`src/rtl/serial_add_ctrl_if.sv`:
```
// Operand/result handshake bundle for the bit-serial adder.
// sub exists only when SERIAL_ADD_SUB_EN is defined.
interface serial_add_ctrl_if #(
  parameter int WIDTH = 8
);
  logic             in_valid;
  logic             in_ready;
  logic [WIDTH-1:0] a;
  logic [WIDTH-1:0] b;
  logic             cin;
`ifdef SERIAL_ADD_SUB_EN
  logic             sub;
`endif
  logic             out_valid;
  logic             out_ready;
  logic [WIDTH-1:0] sum;
  logic             cout;
  logic             ovf;
  logic             busy;

  modport master (
    output in_valid, a, b, cin,
`ifdef SERIAL_ADD_SUB_EN
    output sub,
`endif
    output out_ready,
    input  in_ready, out_valid, sum, cout, ovf, busy
  );

  modport slave (
    input  in_valid, a, b, cin,
`ifdef SERIAL_ADD_SUB_EN
    input  sub,
`endif
    input  out_ready,
    output in_ready, out_valid, sum, cout, ovf, busy
  );
endinterface

```
`src/rtl/serial_add_ctrl.sv`:
```
// Bit-serial adder: one full_adder time-shared LSB first over WIDTH bits.
// Define SERIAL_ADD_SUB_EN to add the sub (A-B) mode.
module full_adder (
  input  logic a,
  input  logic b,
  input  logic ci,
  output logic s,
  output logic co
);
  assign s  = a ^ b ^ ci;
  assign co = (a & b) | (ci & (a ^ b));
endmodule

module serial_add_ctrl #(
  parameter int WIDTH = 8
) (
  input logic               clk,
  input logic               rst_n,
  serial_add_ctrl_if.slave  bus
);
  localparam int CW = $clog2(WIDTH);

  typedef enum logic [1:0] {
    IDLE = 2'd0,
    RUN  = 2'd1,
    DONE = 2'd2
  } state_t;

  state_t           state;
  logic [WIDTH-1:0] a_sh;
  logic [WIDTH-1:0] b_sh;
  logic [WIDTH-1:0] s_sh;
  logic             cy;
  logic [CW-1:0]    cnt;
  logic [WIDTH-1:0] sum_r;
  logic             cout_r;
  logic             ovf_r;

  logic             fa_s;
  logic             fa_co;
  logic             last;
  logic [WIDTH-1:0] b_ld;
  logic             cy_ld;
  logic [WIDTH-1:0] s_nxt;

  full_adder u_fa (
    .a  (a_sh[0]),
    .b  (b_sh[0]),
    .ci (cy),
    .s  (fa_s),
    .co (fa_co)
  );

`ifdef SERIAL_ADD_SUB_EN
  // A-B as A + ~B + 1; cin has no meaning here
  assign b_ld  = bus.sub ? ~bus.b : bus.b;
  assign cy_ld = bus.sub ? 1'b1 : bus.cin;
`else
  assign b_ld  = bus.b;
  assign cy_ld = bus.cin;
`endif

  assign last  = (cnt == CW'(WIDTH - 1));
  assign s_nxt = {fa_s, s_sh[WIDTH-1:1]};

  always_ff @(posedge clk or negedge rst_n) begin
    if (!rst_n) begin
      state  <= IDLE;
      a_sh   <= '0;
      b_sh   <= '0;
      s_sh   <= '0;
      cy     <= 1'b0;
      cnt    <= '0;
      sum_r  <= '0;
      cout_r <= 1'b0;
      ovf_r  <= 1'b0;
    end else begin
      unique case (state)
        IDLE: begin
          if (bus.in_valid) begin
            a_sh  <= bus.a;
            b_sh  <= b_ld;
            cy    <= cy_ld;
            cnt   <= '0;
            state <= RUN;
          end
        end
        RUN: begin
          a_sh <= a_sh >> 1;
          b_sh <= b_sh >> 1;
          s_sh <= s_nxt;
          cy   <= fa_co;
          cnt  <= cnt + CW'(1);
          // cy here is still the carry into the MSB
          if (last) begin
            sum_r  <= s_nxt;
            cout_r <= fa_co;
            ovf_r  <= cy ^ fa_co;
            state  <= DONE;
          end
        end
        DONE: begin
          if (bus.out_ready) state <= IDLE;
        end
        default: state <= IDLE;
      endcase
    end
  end

  assign bus.in_ready  = (state == IDLE);
  assign bus.out_valid = (state == DONE);
  assign bus.busy      = (state == RUN) || (state == DONE);
  assign bus.sum       = sum_r;
  assign bus.cout      = cout_r;
  assign bus.ovf       = ovf_r;
endmodule

```
`src/flat_wrapper.sv`:
```
// flat-port wrapper written by rule: the top's interface ports become plain ports
module serial_add_ctrl_flat 
#(
  parameter int WIDTH = 8
)
  (clk, rst_n, bus_in_valid, bus_a, bus_b, bus_cin, bus_out_ready, bus_in_ready, bus_out_valid, bus_sum, bus_cout, bus_ovf, bus_busy);
  serial_add_ctrl_if #(.WIDTH(WIDTH)) bus_i ();
  input logic clk;
  input logic rst_n;
  input wire logic [$bits(bus_i.in_valid)-1:0] bus_in_valid;
  input wire logic [$bits(bus_i.a)-1:0] bus_a;
  input wire logic [$bits(bus_i.b)-1:0] bus_b;
  input wire logic [$bits(bus_i.cin)-1:0] bus_cin;
  input wire logic [$bits(bus_i.out_ready)-1:0] bus_out_ready;
  output wire logic [$bits(bus_i.in_ready)-1:0] bus_in_ready;
  output wire logic [$bits(bus_i.out_valid)-1:0] bus_out_valid;
  output wire logic [$bits(bus_i.sum)-1:0] bus_sum;
  output wire logic [$bits(bus_i.cout)-1:0] bus_cout;
  output wire logic [$bits(bus_i.ovf)-1:0] bus_ovf;
  output wire logic [$bits(bus_i.busy)-1:0] bus_busy;
  assign bus_i.in_valid = bus_in_valid;
  assign bus_i.a = bus_a;
  assign bus_i.b = bus_b;
  assign bus_i.cin = bus_cin;
  assign bus_i.out_ready = bus_out_ready;
  assign bus_in_ready = bus_i.in_ready;
  assign bus_out_valid = bus_i.out_valid;
  assign bus_sum = bus_i.sum;
  assign bus_cout = bus_i.cout;
  assign bus_ovf = bus_i.ovf;
  assign bus_busy = bus_i.busy;
  serial_add_ctrl #(.WIDTH(WIDTH)) u_core (.clk(clk), .rst_n(rst_n), .bus(bus_i));
endmodule
```
`config.mk`:
```
export PLATFORM = sky130hd
export DESIGN_NAME = serial_add_ctrl_flat
export DESIGN_NICKNAME = d
export VERILOG_FILES = /design/src/rtl/serial_add_ctrl_if.sv /design/src/rtl/serial_add_ctrl.sv /design/src/flat_wrapper.sv
export SDC_FILE = /design/constraint.sdc
export NUM_CORES = 1
export LEC_CHECK = 0
export CORE_AREA = 2 2 66 68
export DETAILED_ROUTE_END_ITERATION = 7
export DIE_AREA = 0 0 68 70
export PLACE_DENSITY_LB_ADDON = 0.1
export SYNTH_ARGS = -nofsm -noshare
export SYNTH_HDL_FRONTEND = slang
export SYNTH_HIERARCHICAL = 1
export SYNTH_SLANG_ARGS = --single-unit
export TNS_END_PERCENT = 50
```
`constraint.sdc`:
```
create_clock -name clk -period 1.3 [get_ports clk]
set_input_delay 0.26 -clock clk [delete_from_list [all_inputs] [get_ports clk]]
set_output_delay 0.26 -clock clk [all_outputs]
set_load 0.005 [all_outputs]
```
## Word-level counts from Yosys, hierarchy flattened

Index checks and enable logic that the tools add are counted.

- Bits in registers: 40
- Input port bits: 21
- Output and inout bits: 13
- Logic and storage cells: 40

- Add/subtract/negate cells: 1
- Equality and inequality tests: 6
- Muxes and demuxes: 12
- Bitwise logic cells: 6
- Reductions and logical operators: 6

Operator list:

| kind | count |
|---|---|
| 8-bit case mux with 2 select lines | 2 |
| 8-bit two-way mux | 2 |
| 2-bit two-way mux | 3 |
| 2-bit case mux with 3 select lines | 1 |
| 3-bit case mux with 2 select lines | 1 |
| 2-bit != test, second input constant | 2 |
| 2-bit AND reduction | 2 |
| 3-bit by 1-bit adder with 3-bit output, second input constant | 1 |
| 3-bit equality test, second input constant | 1 |
| 3-bit two-way mux | 1 |
| 3-bit AND reduction | 1 |
| 1-bit bitwise XOR | 3 |
| 1-bit AND | 2 |
| 2-bit by 1-bit equality test with 1-bit output, second input constant | 1 |
| 2-bit equality test, second input constant | 1 |
| 2-bit logical NOT | 1 |
| 2-bit by 1-bit != test with 1-bit output, second input constant | 1 |
| 1-bit case mux with 2 select lines | 1 |
| 2-bit nonzero test | 1 |
| 1-bit logical OR | 1 |
| 1-bit two-way mux | 1 |
| 1-bit bitwise OR | 1 |

## Longest topological paths before layout

Gate-level depths: netlist of run 1.

- Word-level depth: 4
- Gate-level depth with buffers: 6
- Gate-level depth less buffers: 5

## Modules after synthesis

Netlist of run 1, hierarchy kept.

Modules (own cells, without submodules):

| module | times used | cells each | area an instance (sq um) | seq. area each (sq um) |
|---|---|---|---|---|
| serial_add_ctrl | 1 | 140 | 1805.5 | 975.9 |
| full_adder | 1 | 1 | 20.0 | 0.0 |

## Least setup slack after synthesis of run 1

OpenSTA, ideal clock, no wires.

- Path type: register to register
- Start point: register u_core.state[0]
- End point: register u_core.a_sh[0]
- Setup time: 119 ps
- Arrival: 1339 ps
- Required time: 1181 ps
- Setup slack: -158 ps
- Cell stages (with the launch flop): 6
- Path buffers: 1
- Period minus slack after synthesis: 1458 ps
- Cell sequence: dfrtp_1 -> inv_1 -> ha_1 -> mux2i_4 -> buf_6 -> o21ai_2

- Longest elaborated chain between the ends: 3
- Elaborated cells between the ends (all ways): 6
- Those cells by class: 2 x eq/ne; 1 x mux; 3 x reduce/logical

Ends and longest elaborated chain:

| item | RTL line | text |
|---|---|---|
| start: declaration | serial_add_ctrl.sv:29 | `state_t state;` |
| start signal: assignment | serial_add_ctrl.sv:68 | `state <= IDLE;` |
| start signal: assignment | serial_add_ctrl.sv:85 | `state <= RUN;` |
| start signal: assignment | serial_add_ctrl.sv:99 | `state <= DONE;` |
| 2-bit logical NOT * | -- |  |
| net bus_in_ready | flat_wrapper.sv:15 | `output wire logic [$bits(bus_i.in_ready)-1:0] bus_in_ready;` |
| 2-bit != test (no line) or 2-bit nonzero test (tied branches) | -- |  |
| 2-bit AND reduction (no line) | -- |  |
| end signal: assignment | serial_add_ctrl.sv:81 | `a_sh <= bus.a;` |
| end signal: assignment | serial_add_ctrl.sv:89 | `a_sh <= a_sh >> 1;` |
| end: declaration | serial_add_ctrl.sv:30 | `logic [WIDTH-1:0] a_sh;` |

The timed path passes the listed nets; every way through them passes the cells marked *.
A chain may end at the register's enable or synchronous reset.

## Final worst setup path of run 1

- Start point: register u_core.state[1]
- End point: register u_core.sum_r[4] (netlist: u_core/bus.sum[4])

- Longest elaborated chain between the ends: 2

Ends and longest elaborated chain:

| item | RTL line | text |
|---|---|---|
| 2-bit by 1-bit equality test with 1-bit output | serial_add_ctrl.sv:78 | `unique case (state)` |
| 2-bit AND reduction (no line) | -- |  |
| end signal: assignment | serial_add_ctrl.sv:96 | `sum_r <= s_nxt;` |
| end: declaration | serial_add_ctrl.sv:35 | `logic [WIDTH-1:0] sum_r;` |

No other way between the ends.

==> metrics, run 1 <==
status finished, violations left; failing checks setup timing; Clock Latency Late Sink 0.29 ns; mean post-synth cell area 12.9 um^2; H-Tree Depth 2; final setup margin -0.201 ns; area delta synth->final 46.3%; Hold Crit Class in -> async; met2 wire len 1800 um; Worst VDD drop between 0.9 and 1 mV; slowest stage delay, CP 0.40 ns; Critical Path End Type flop; Met1 Wirelength 1420 um; share of cells above drive strength 1 0.451; Crit Path Category reg -> reg; die area 0.00476 mm^2; TritonCTS Buffers 5; Starting Density 0.441; Crit-path slowest cell dfrtp_1; CP required 1.48 ns; final WL 3450 um; Mapped Cells 141; most frequent cells in the layout 39 x dfrtp_1, 19 x clkdlybuf4s50_1, 17 x buf_4; most common cell after layout, fill and taps aside dfrtp_1; cell mode on critical path buf_6; final setup skew 0.00328 ns; TritonCTS clock tree built; Arr. time, crit path 1.68 ns; layout net count 230; vias 1272; vias in the first global route 1385; Port Buf Inserts 33; Sink Count 39; drt drc 0; global-route wire length before repair 5900 um; clk buf depth 2; hpwl dp 2460 um; Ys Warns 6; root buffer cell clkbuf_8; DR top layer met4; Fmax about 0.67 GHz; Final setup viols 42; crit-path cells buf_6 -> inv_4 -> buf_6 -> ha_4 -> nand2_4 -> buf_12 -> mux2_4; # diodes 0; ANT nets after route 0; DR vias/cell 4.97; total grt overflow 0; Final Non-Filler Cells 256; met3 routed WL around 170 um; RSZ-0062 raised after global routing yes; clk slew on worst S/H paths 0.07 ns; Leak Pwr ~1.3 nW; Setup crit start kind flop; WL/cell 13.5 um; Yosys reg bits 39; Placed Instances 235; gp weighted congestion around 0.8; Pwr Density 2220 mW/mm^2; largest net degree at the start of global routing 28; GRT Util Overall 0.165; Slew @ Worst Pin 0.388 ns; final slew viol count 0; initial detailed-routing violation count 23; Die W slightly below 70 um; fin util 0.644; minimum clock period 1.50 ns; Core ar. just over 0.004 mm^2; final hold vios 0; MaxCap Viol Count 0; fillers 334; critical path peak fanout 7; Cell Area, Synth 0.00183 mm^2; sequential area share after synthesis 0.535; post-synthesis cell type count 22; initial antenna violation count 0; Max transition margin 0.741; DR pass1 iterations 4; I/O pins 34; DIE HEIGHT roughly 70 um; final worst-path cycle share 1.15; syn_nets 168; row cnt 24
-- layout make-up --
type	count	area (um^2)	area share
Sequential cell	39	976	0.366
Multi-Input combinational cell	90	913	0.342
Clock buffer	7	76.3	0.0286
Inverter	5	21.3	0.00797
Clock inverter	1	5.00	0.00187
Tap cell	52	65.1	0.0244
Timing Repair Buffer	62	613	0.230
-- cells by family (layout without fill, tap and decap cells) --
logic type,Yosys count,in the layout,synth area share
mux,32,32,0.193
compound gates,26,26,0.108
xor+xnor,1,1,0.00480
buf+inv,12,75,0.0555
fa+ha+maj,6,6,0.0452
simple gates,25,25,0.0583
flops,39,39,0.535
-- state kept, by name, summed over array words and instances (netlist names) --
name and count:
u_core/bus.sum 8, u_core/s_sh 7, u_core/state 2, u_core/cy 1, u_core/bus.ovf 1, u_core/b_sh 8, u_core/a_sh 8, u_core/bus.cout 1
u_core/cnt 3
-- path summary, 6_finish.rpt --
| check | slack [ns] | start | endpoint | cells past startpoint |
|---|---|---|---|---|
| setup reg to reg | -0.20 | u_core/state[1] | u_core/bus.sum[4] | 7 |
| max in group asynchronous | 0.43 | rst_n | u_core/cnt[2] | 3 |
| setup / recovery | -0.20 | u_core/state[1] | u_core/bus.sum[4] | 7 |
| hold reg to reg | 0.49 | u_core/b_sh[6] | u_core/b_sh[6] | 2 |
| min in group clk | 0.49 | u_core/b_sh[6] | u_core/b_sh[6] | 2 |
| hold / removal | 0.42 | rst_n | u_core/bus.cout | 2 |
-- report_power, final --
group / switching [W] / internal (W) / total (W) / leakage, nW
combinational: 0.00130 / 0.00179 / 0.00309 / 0.743
sequential: 0.000331 / 0.00174 / 0.00207 / 0.498
clock: 0.000401 / 0.000376 / 0.000778 / 0.0422
-- through the flow --
| step | worst slack [ns] | cell area [um^2] | TNS, ns | hold WS, ns | total power [W] |
|---|---|---|---|---|---|
| 3_3_place_gp | -0.160 | 2380 | -3.83 | 0.195 | 0.00470 |
| 3_5_place_dp | -0.235 | 2380 | -4.83 | 0.204 | 0.00484 |
| 5_1_grt | -0.285 | 2670 | -9.64 | 0.456 | 0.00638 |
| 2_1_floorplan | -0.0409 | 1900 | -0.801 | -0.0356 | 0.00396 |
| 4_1_cts | -0.201 | 2650 | -6.41 | 0.427 | 0.00594 |
| 6_report | -0.201 | 2670 | -6.91 | 0.419 | 0.00594 |
-- worst max-delay path: cells and delay by family (launching register included) --
family | cells | cell delay, ns
multiplexers | 1 | 0.29
flip-flops | 1 | 0.40
AND/OR/NAND/NOR | 1 | 0.08
buffers and inverters | 4 | 0.42
adder cells (fa/ha/maj) | 1 | 0.20
-- synth_stat cells --
library cell / n / area (um^2)
inv_1: 5 / 18.8
ha_1: 5 / 62.6
mux2i_4: 1 / 22.5
nand2_1: 21 / 78.8
o21ai_2: 13 / 114
or2b_1: 1 / 7.51
a31oi_1: 4 / 25.0
a32o_1: 2 / 20.0
dfrtp_1: 39 / 976
xnor2_1: 1 / 8.76
o21ai_0: 2 / 10.0
o31ai_1: 1 / 7.51
buf_6: 6 / 67.6
nand2b_1: 2 / 12.5
buf_8: 1 / 15.0
a21oi_1: 1 / 5.00
mux2i_1: 15 / 150
fa_1: 1 / 20.0
o21ai_1: 2 / 10.0
mux2_2: 16 / 180
and3_2: 1 / 7.51
o22ai_1: 1 / 6.26
-- per-layer routing --
| layer | vias up | GRT usage |
|---|---|---|
| met5 | - | 0 |
| met4 | 0 | 0.0600 |
| met3 | 6 | 0.0580 |
| met2 | 28 | 0.286 |
| met1 | 624 | 0.182 |
| li1 | 614 | - |
-- what timing repair did --
| action | CTS | global route |
|---|---|---|
| setup buffers | 13 | 0 |
| hold buffers | 1 | 0 |
| hold endpoints to repair | 15 | 0 |
| resized for setup | 49 | 7 |
| setup endpoints to repair | 50 | 42 |
| pin swaps | 11 | 1 |
Note: power is estimated with default switching activity, not from simulation.
==> inputs of run 2 (changes only) <==
- ABC_AREA: not set -> 1
- CORE_AREA: 2 2 66 68 -> 2 2 67 69
- DIE_AREA: 0 0 68 70 -> 0 0 69 71
==> metrics, run 2 <==
status finished, violations left; failing checks setup timing; clk buf depth 2 (unchanged); gp weighted congestion 0.760 (-4.0%); fin util 0.673 (+0.0283); RSZ-0062 raised after global routing yes; Placed Instances 315 (+34%); Cell Area, Synth 0.00186 mm^2 (+2.0%); TritonCTS Buffers 5 (unchanged); Max transition margin 0.857 (+0.116); final WL 4180 um (+21%); Final setup viols 42 (unchanged); syn_nets 256 (+52%); Starting Density 0.443 (+0.00234); WL/cell 12.4 um (-7.7%); minimum clock period 1.39 ns (-0.109 ns); vias 1622 (+28%); Core ar. 0.00420 mm^2 (+1.4%); Arr. time, crit path 1.58 ns (-0.10 ns); EDFF count, synth 0 (unchanged); final slew viol count 0 (unchanged); Worst R2R Path Depth 8 (+1); final hold vios 0 (unchanged); MaxCap Viol Count 0 (unchanged); hpwl dp 2460 um (-0.11%); die area 0.00490 mm^2 (+2.9%); GRT Util Overall 0.177 (+0.0121); most common cell after layout, fill and taps aside nand2_1; Port Buf Inserts 33 (unchanged); Final Non-Filler Cells 336 (+31%); TritonCTS clock tree built; critical path peak fanout 7 (unchanged); Crit Path Category reg -> reg; initial detailed-routing violation count 125 (+440%); vias in the first global route 1542 (+11%); total power 0.00592 W (-0.23%); CP required 1.49 ns (about the same); # diodes 0 (unchanged); DIE HEIGHT 71 um (+1.4%); final hold slack 0.457 ns (+0.0378 ns); Sink Count 39 (unchanged); final worst-path cycle share 1.07 (-0.0841); leading area contributor after synthesis dfrtp_1; Critical Path End Type flop; H-Tree Depth 2 (unchanged); share of cells above drive strength 1 0.278 (-0.173); initial antenna violation count 0 (unchanged); Setup crit start kind flop; Yosys reg bits 39 (unchanged); Hold Crit Class in -> async; Async S/R FF share, synth 1.00 (unchanged); Post-synth top cells 109 x nand2_1, 39 x dfrtp_1, 25 x nand3_1; worst slack, placed -0.137 ns (+0.0980 ns); root buffer cell clkbuf_8; layout net count 310 (+35%); Worst VDD drop 1.19 mV (+22%); final setup margin -0.0913 ns (+0.109 ns); Ys Warns 6 (unchanged); row cnt 24 (unchanged); post-synthesis cell type count 17 (-23%); Slew @ Worst Pin 0.214 ns (-0.174 ns); Synth Flop Type dfrtp_1; total grt overflow 0 (unchanged); Clock Latency Late Sink 0.30 ns (about the same); drt drc 0 (unchanged); Pwr Density 2100 mW/mm^2 (-5.8%); area share of the largest cell type after synthesis 0.524 (-0.0104); I/O pins 34 (unchanged); DR pass1 iterations 4 (unchanged); Fmax 0.719 GHz (+7.9%); Synth area leaders dfrtp_1 52%, nand2_1 22%, nand3_1 6.7%; sequential area share after synthesis 0.524 (-0.0104); most frequent cells in the layout 96 x nand2_1, 39 x dfrtp_1, 19 x clkdlybuf4s50_1; mean post-synth cell area 8.13 um^2 (-37%); area delta synth->final 51.9%; most frequent cell after synthesis nand2_1; Mapped Cells 229 (+62%); DR vias/cell 4.83 (-2.8%); final setup skew 0.00515 ns (+0.00187 ns); global-route wire length before repair 6880 um (+17%); flop2flop setup slack -0.09 ns (+0.11 ns); clk slew on worst S/H paths 0.08 ns (about the same); largest net degree at the start of global routing 40 (+43%); Die W 69 um (+1.5%); Leak Pwr 1.46 nW (+14%); ANT nets after route 0 (unchanged)
-- run 2: cell types whose count changed in the layout (fill, tap and decap cells not counted), moves of 7 or more --
cell / change
nand2_1: +80
nand3_2: +18
mux2i_1: -8
nand2_2: +7
buf_4: -9
inv_1: +9
o21ai_2: -15
mux2_4: -10
o21ai_0: +10
nand3_1: +7
-- run 2: logic make-up (layout without fill, tap and decap cells) --
family                   after synthesis  in the layout  synth area share
adder cells (fa/ha/maj)                6              6            0.0444
XOR/XNOR                               1              1           0.00471
AND/OR/NAND/NOR                      138            139             0.303
AO/OA/AOI/OAI                         17             17            0.0457
flip-flops                            39             39             0.524
buffers and inverters                 28             82            0.0780
-- run 2: cell type report --
| type | count | area [um^2] |
|---|---|---|
| multi-input combinational | 163 | 961 |
| inverter | 17 | 78.8 |
| clock inverter | 3 | 43.8 |
| fill | 336 | 1380 |
| clock buffer | 5 | 68.8 |
| tap | 52 | 65.1 |
| sequential | 39 | 976 |
| timing repair buffer | 57 | 634 |
-- run 2: critical path, stage by stage, from the launching register on --
cell       delay [ns]
dfrtp_1          0.42
inv_2            0.11
buf_6            0.11
ha_4             0.18
buf_12           0.11
nand2_8          0.08
clkbuf_16        0.18
nand3_2          0.06
nand2_1          0.05
-- run 2: final timing paths --
check                                     to              start
min in group clk           u_core/bus.sum[3]  u_core/bus.sum[3]
min reg2reg                u_core/bus.sum[3]  u_core/bus.sum[3]
max reg2reg                   u_core/a_sh[5]    u_core/state[1]
min                        u_core/bus.sum[5]              rst_n
max in group asynchronous     u_core/a_sh[1]              rst_n
max                           u_core/a_sh[5]    u_core/state[1]
-- run 2: metrics by stage --
stage	TNS, ns	cell area, um^2
2_1_floorplan	0	1860
3_5_place_dp	-2.29	2300
6_report	-2.16	2830
5_1_grt	-4.79	2830
4_1_cts	-1.34	2590
3_3_place_gp	-1.71	2300
-- run 2: power by group --
part	switching [W]	internal (W)
Combinational	0.00151	0.00142
Sequential	0.000294	0.00168
Clock	0.000447	0.000571
Total	0.00225	0.00367
-- run 2: per-layer routing --
layer | up-vias | track usage | routed length (um)
met4 | 0 | 0.0784 | 72
met1 | 761 | 0.219 | 1850
li1 | 821 | - | -
met2 | 32 | 0.303 | 2120
met3 | 8 | 0.0342 | 136
met5 | - | 0 | 0
-- run 2: repair_timing --
action / 4_1_cts / 5_1_grt
pin swaps: 2 / 20
hold buffers: 1 / 0
resized for setup: 59 / 39
cloned: 0 / 4
hold endpoints to repair: 39 / 0
buffers inserted: 8 / 2
endpoints found under the setup margin: 48 / 42
==> inputs of run 3 (changes only) <==
- CORE_AREA: 2 2 67 69 -> 2 2 62 64
- DIE_AREA: 0 0 69 71 -> 0 0 64 66
- PLACE_DENSITY: not set -> 0.8
- PLACE_DENSITY_LB_ADDON: 0.1 -> not set
- SLEW_MARGIN: not set -> 5
- clock period: 1.3 -> 1.7 ns (I/O delays scaled with it)
==> metrics, run 3 (same netlist as run 2, synthesis figures left out) <==
GRT Util Overall 0.190 (+0.0129); Worst R2R Path Depth 6 (-2); Hold Crit Class in -> async; Max transition margin 0.766 (-0.0915); final WL 3510 um (-16%); clk slew on worst S/H paths 0.11 ns (+0.03 ns); Worst VDD drop 0.659 mV (-45%); final worst-path cycle share 0.992; global-route wire length before repair 6240 um (-9.2%); root buffer cell clkbuf_4; Slew @ Worst Pin 0.352 ns (+0.137 ns); critical path peak fanout 2 (-5); row cnt 22 (-8.3%); minimum clock period 1.69 ns; final setup skew 0.00184 ns (-0.00331 ns); Multi-input gate area 743 um^2 (-23%); die area 0.00422 mm^2 (-14%); ANT nets after route 0 (unchanged); Port Buf Inserts 33 (unchanged); status complete, no violations; drt drc 0 (unchanged); R2R Path End u_core/b_sh[7]; vias in the first global route 1430 (-7.3%); TritonCTS clock tree built; DIE HEIGHT 66 um (-7.0%); CP required 1.36 ns (-0.13 ns); vias 1540 (-5.1%); Clock Latency Late Sink 0.34 ns (+0.04 ns); register area 976 um^2 (unchanged); DR vias/cell 4.84 (+0.32%); initial antenna violation count 0 (unchanged); I/O pins 34 (unchanged); most frequent cells in the layout 109 x nand2_1, 39 x dfrtp_1, 29 x clkdlybuf4s50_1; dpl cell area 0.00223 mm^2 (-3.2%); Crit Path Category reg -> out; hpwl dp 2520 um (+2.5%); gp weighted congestion 0.767 (+0.86%); final hold vios 0 (unchanged); most common cell after layout, fill and taps aside nand2_1; Starting Density 0.524 (+0.0815); H-Tree Depth 2 (unchanged); Leak Pwr 1.25 nW (-14%); WL/cell 11.0 um (-11%); r2r startpoint u_core/state[0]; Die W 64 um (-7.2%); MaxCap Viol Count 0 (unchanged); total power 0.00361 W (-39%); area delta synth->final 25.9%; Sink Count 39 (unchanged); initial detailed-routing violation count 85 (-32%); largest net degree at the start of global routing 21 (-48%); DR pass1 iterations 5 (+1); Pwr Density 1540 mW/mm^2 (-26%); flop2flop setup slack 0.14 ns (+0.23 ns); TritonCTS Buffers 5 (unchanged); RSZ-0062 raised after global routing yes; final slew viol count 0 (unchanged); Arr. time, crit path 1.35 ns (-0.23 ns); Critical Path End Type output pin; total grt overflow 0 (unchanged); cell area after layout 0.00234 mm^2 (-17%); share of cells above drive strength 1 0.0963 (-0.182); fillers 303 (-9.8%); Fmax 0.593 GHz; Core ar. 0.00355 mm^2 (-16%); Final setup viols 0 (-100%); clk buf depth 2 (unchanged); # diodes 0 (unchanged); Setup crit start kind flop; layout net count 296 (-4.5%)
run 3: how the worst max path moves through the flow:
stage                    startpoint             to  slack, ns  depth (start not counted)
floorplan           u_core/state[0]  u_core/cnt[0]       0.46                          6
global placement    u_core/state[0]       bus_busy       0.20                          3
detailed placement  u_core/state[0]       bus_busy       0.16                          3
CTS                 u_core/state[0]   bus_in_ready      -0.13                          3
global route        u_core/state[0]       bus_busy      -0.05                          3
finish              u_core/state[1]       bus_busy       0.01                          3
run 3: layer usage:
layer / vias up / routed length [um] / global-route usage
li1: 792 / - / -
met1: 692 / 1520 / 0.240
met2: 51 / 1750 / 0.324
met3: 5 / 206 / 0.0511
met4: 0 / 27 / 0.0489
met5: - / 0 / 0
run 3: worst max-delay path, cell delays in order, from the launching register on:
cell and delay [ns]:
dfrtp_1 0.40, inv_1 0.08, ha_2 0.27, dlygate4sd2_1 0.26
run 3: layout make-up:
cell class | instances | share of cell area
Timing Repair Buffer | 44 | 0.176
Inverter | 17 | 0.0283
Sequential cell | 39 | 0.416
Clock inverter | 2 | 0.0149
Multi-Input combinational cell | 162 | 0.317
Tap cell | 48 | 0.0256
Clock buffer | 6 | 0.0219
run 3: report_power, final:
part | internal, W | leakage (nW) | switching, W
logic | 0.000638 | 0.692 | 0.000846
registers | 0.00128 | 0.510 | 0.000198
clock network | 0.000348 | 0.0482 | 0.000302
total | 0.00227 | 1.25 | 0.00135
run 3: repair_timing:
item                       in CTS  in global routing
resized for setup               2                  4
pin swaps                       0                  1
hold buffers                    1                  0
setup buffers                   2                  0
setup endpoints to repair       3                  3
hold endpoints to repair       14                  0
run 3: stage by stage:
step / TNS, ns / setup slack (ns) / std cells / utilization / hold slack, ns
2_1_floorplan: 0 / 0.464 / 229 / - / 0.0444
3_3_place_gp: 0 / 0.198 / 307 / 0.628 / 0.264
3_5_place_dp: 0 / 0.162 / 307 / 0.628 / 0.266
4_1_cts: -0.133 / -0.133 / 318 / 0.658 / 0.423
5_1_grt: -0.0474 / -0.0474 / 318 / 0.660 / 0.430
6_report: 0 / 0.0143 / 318 / 0.660 / 0.417
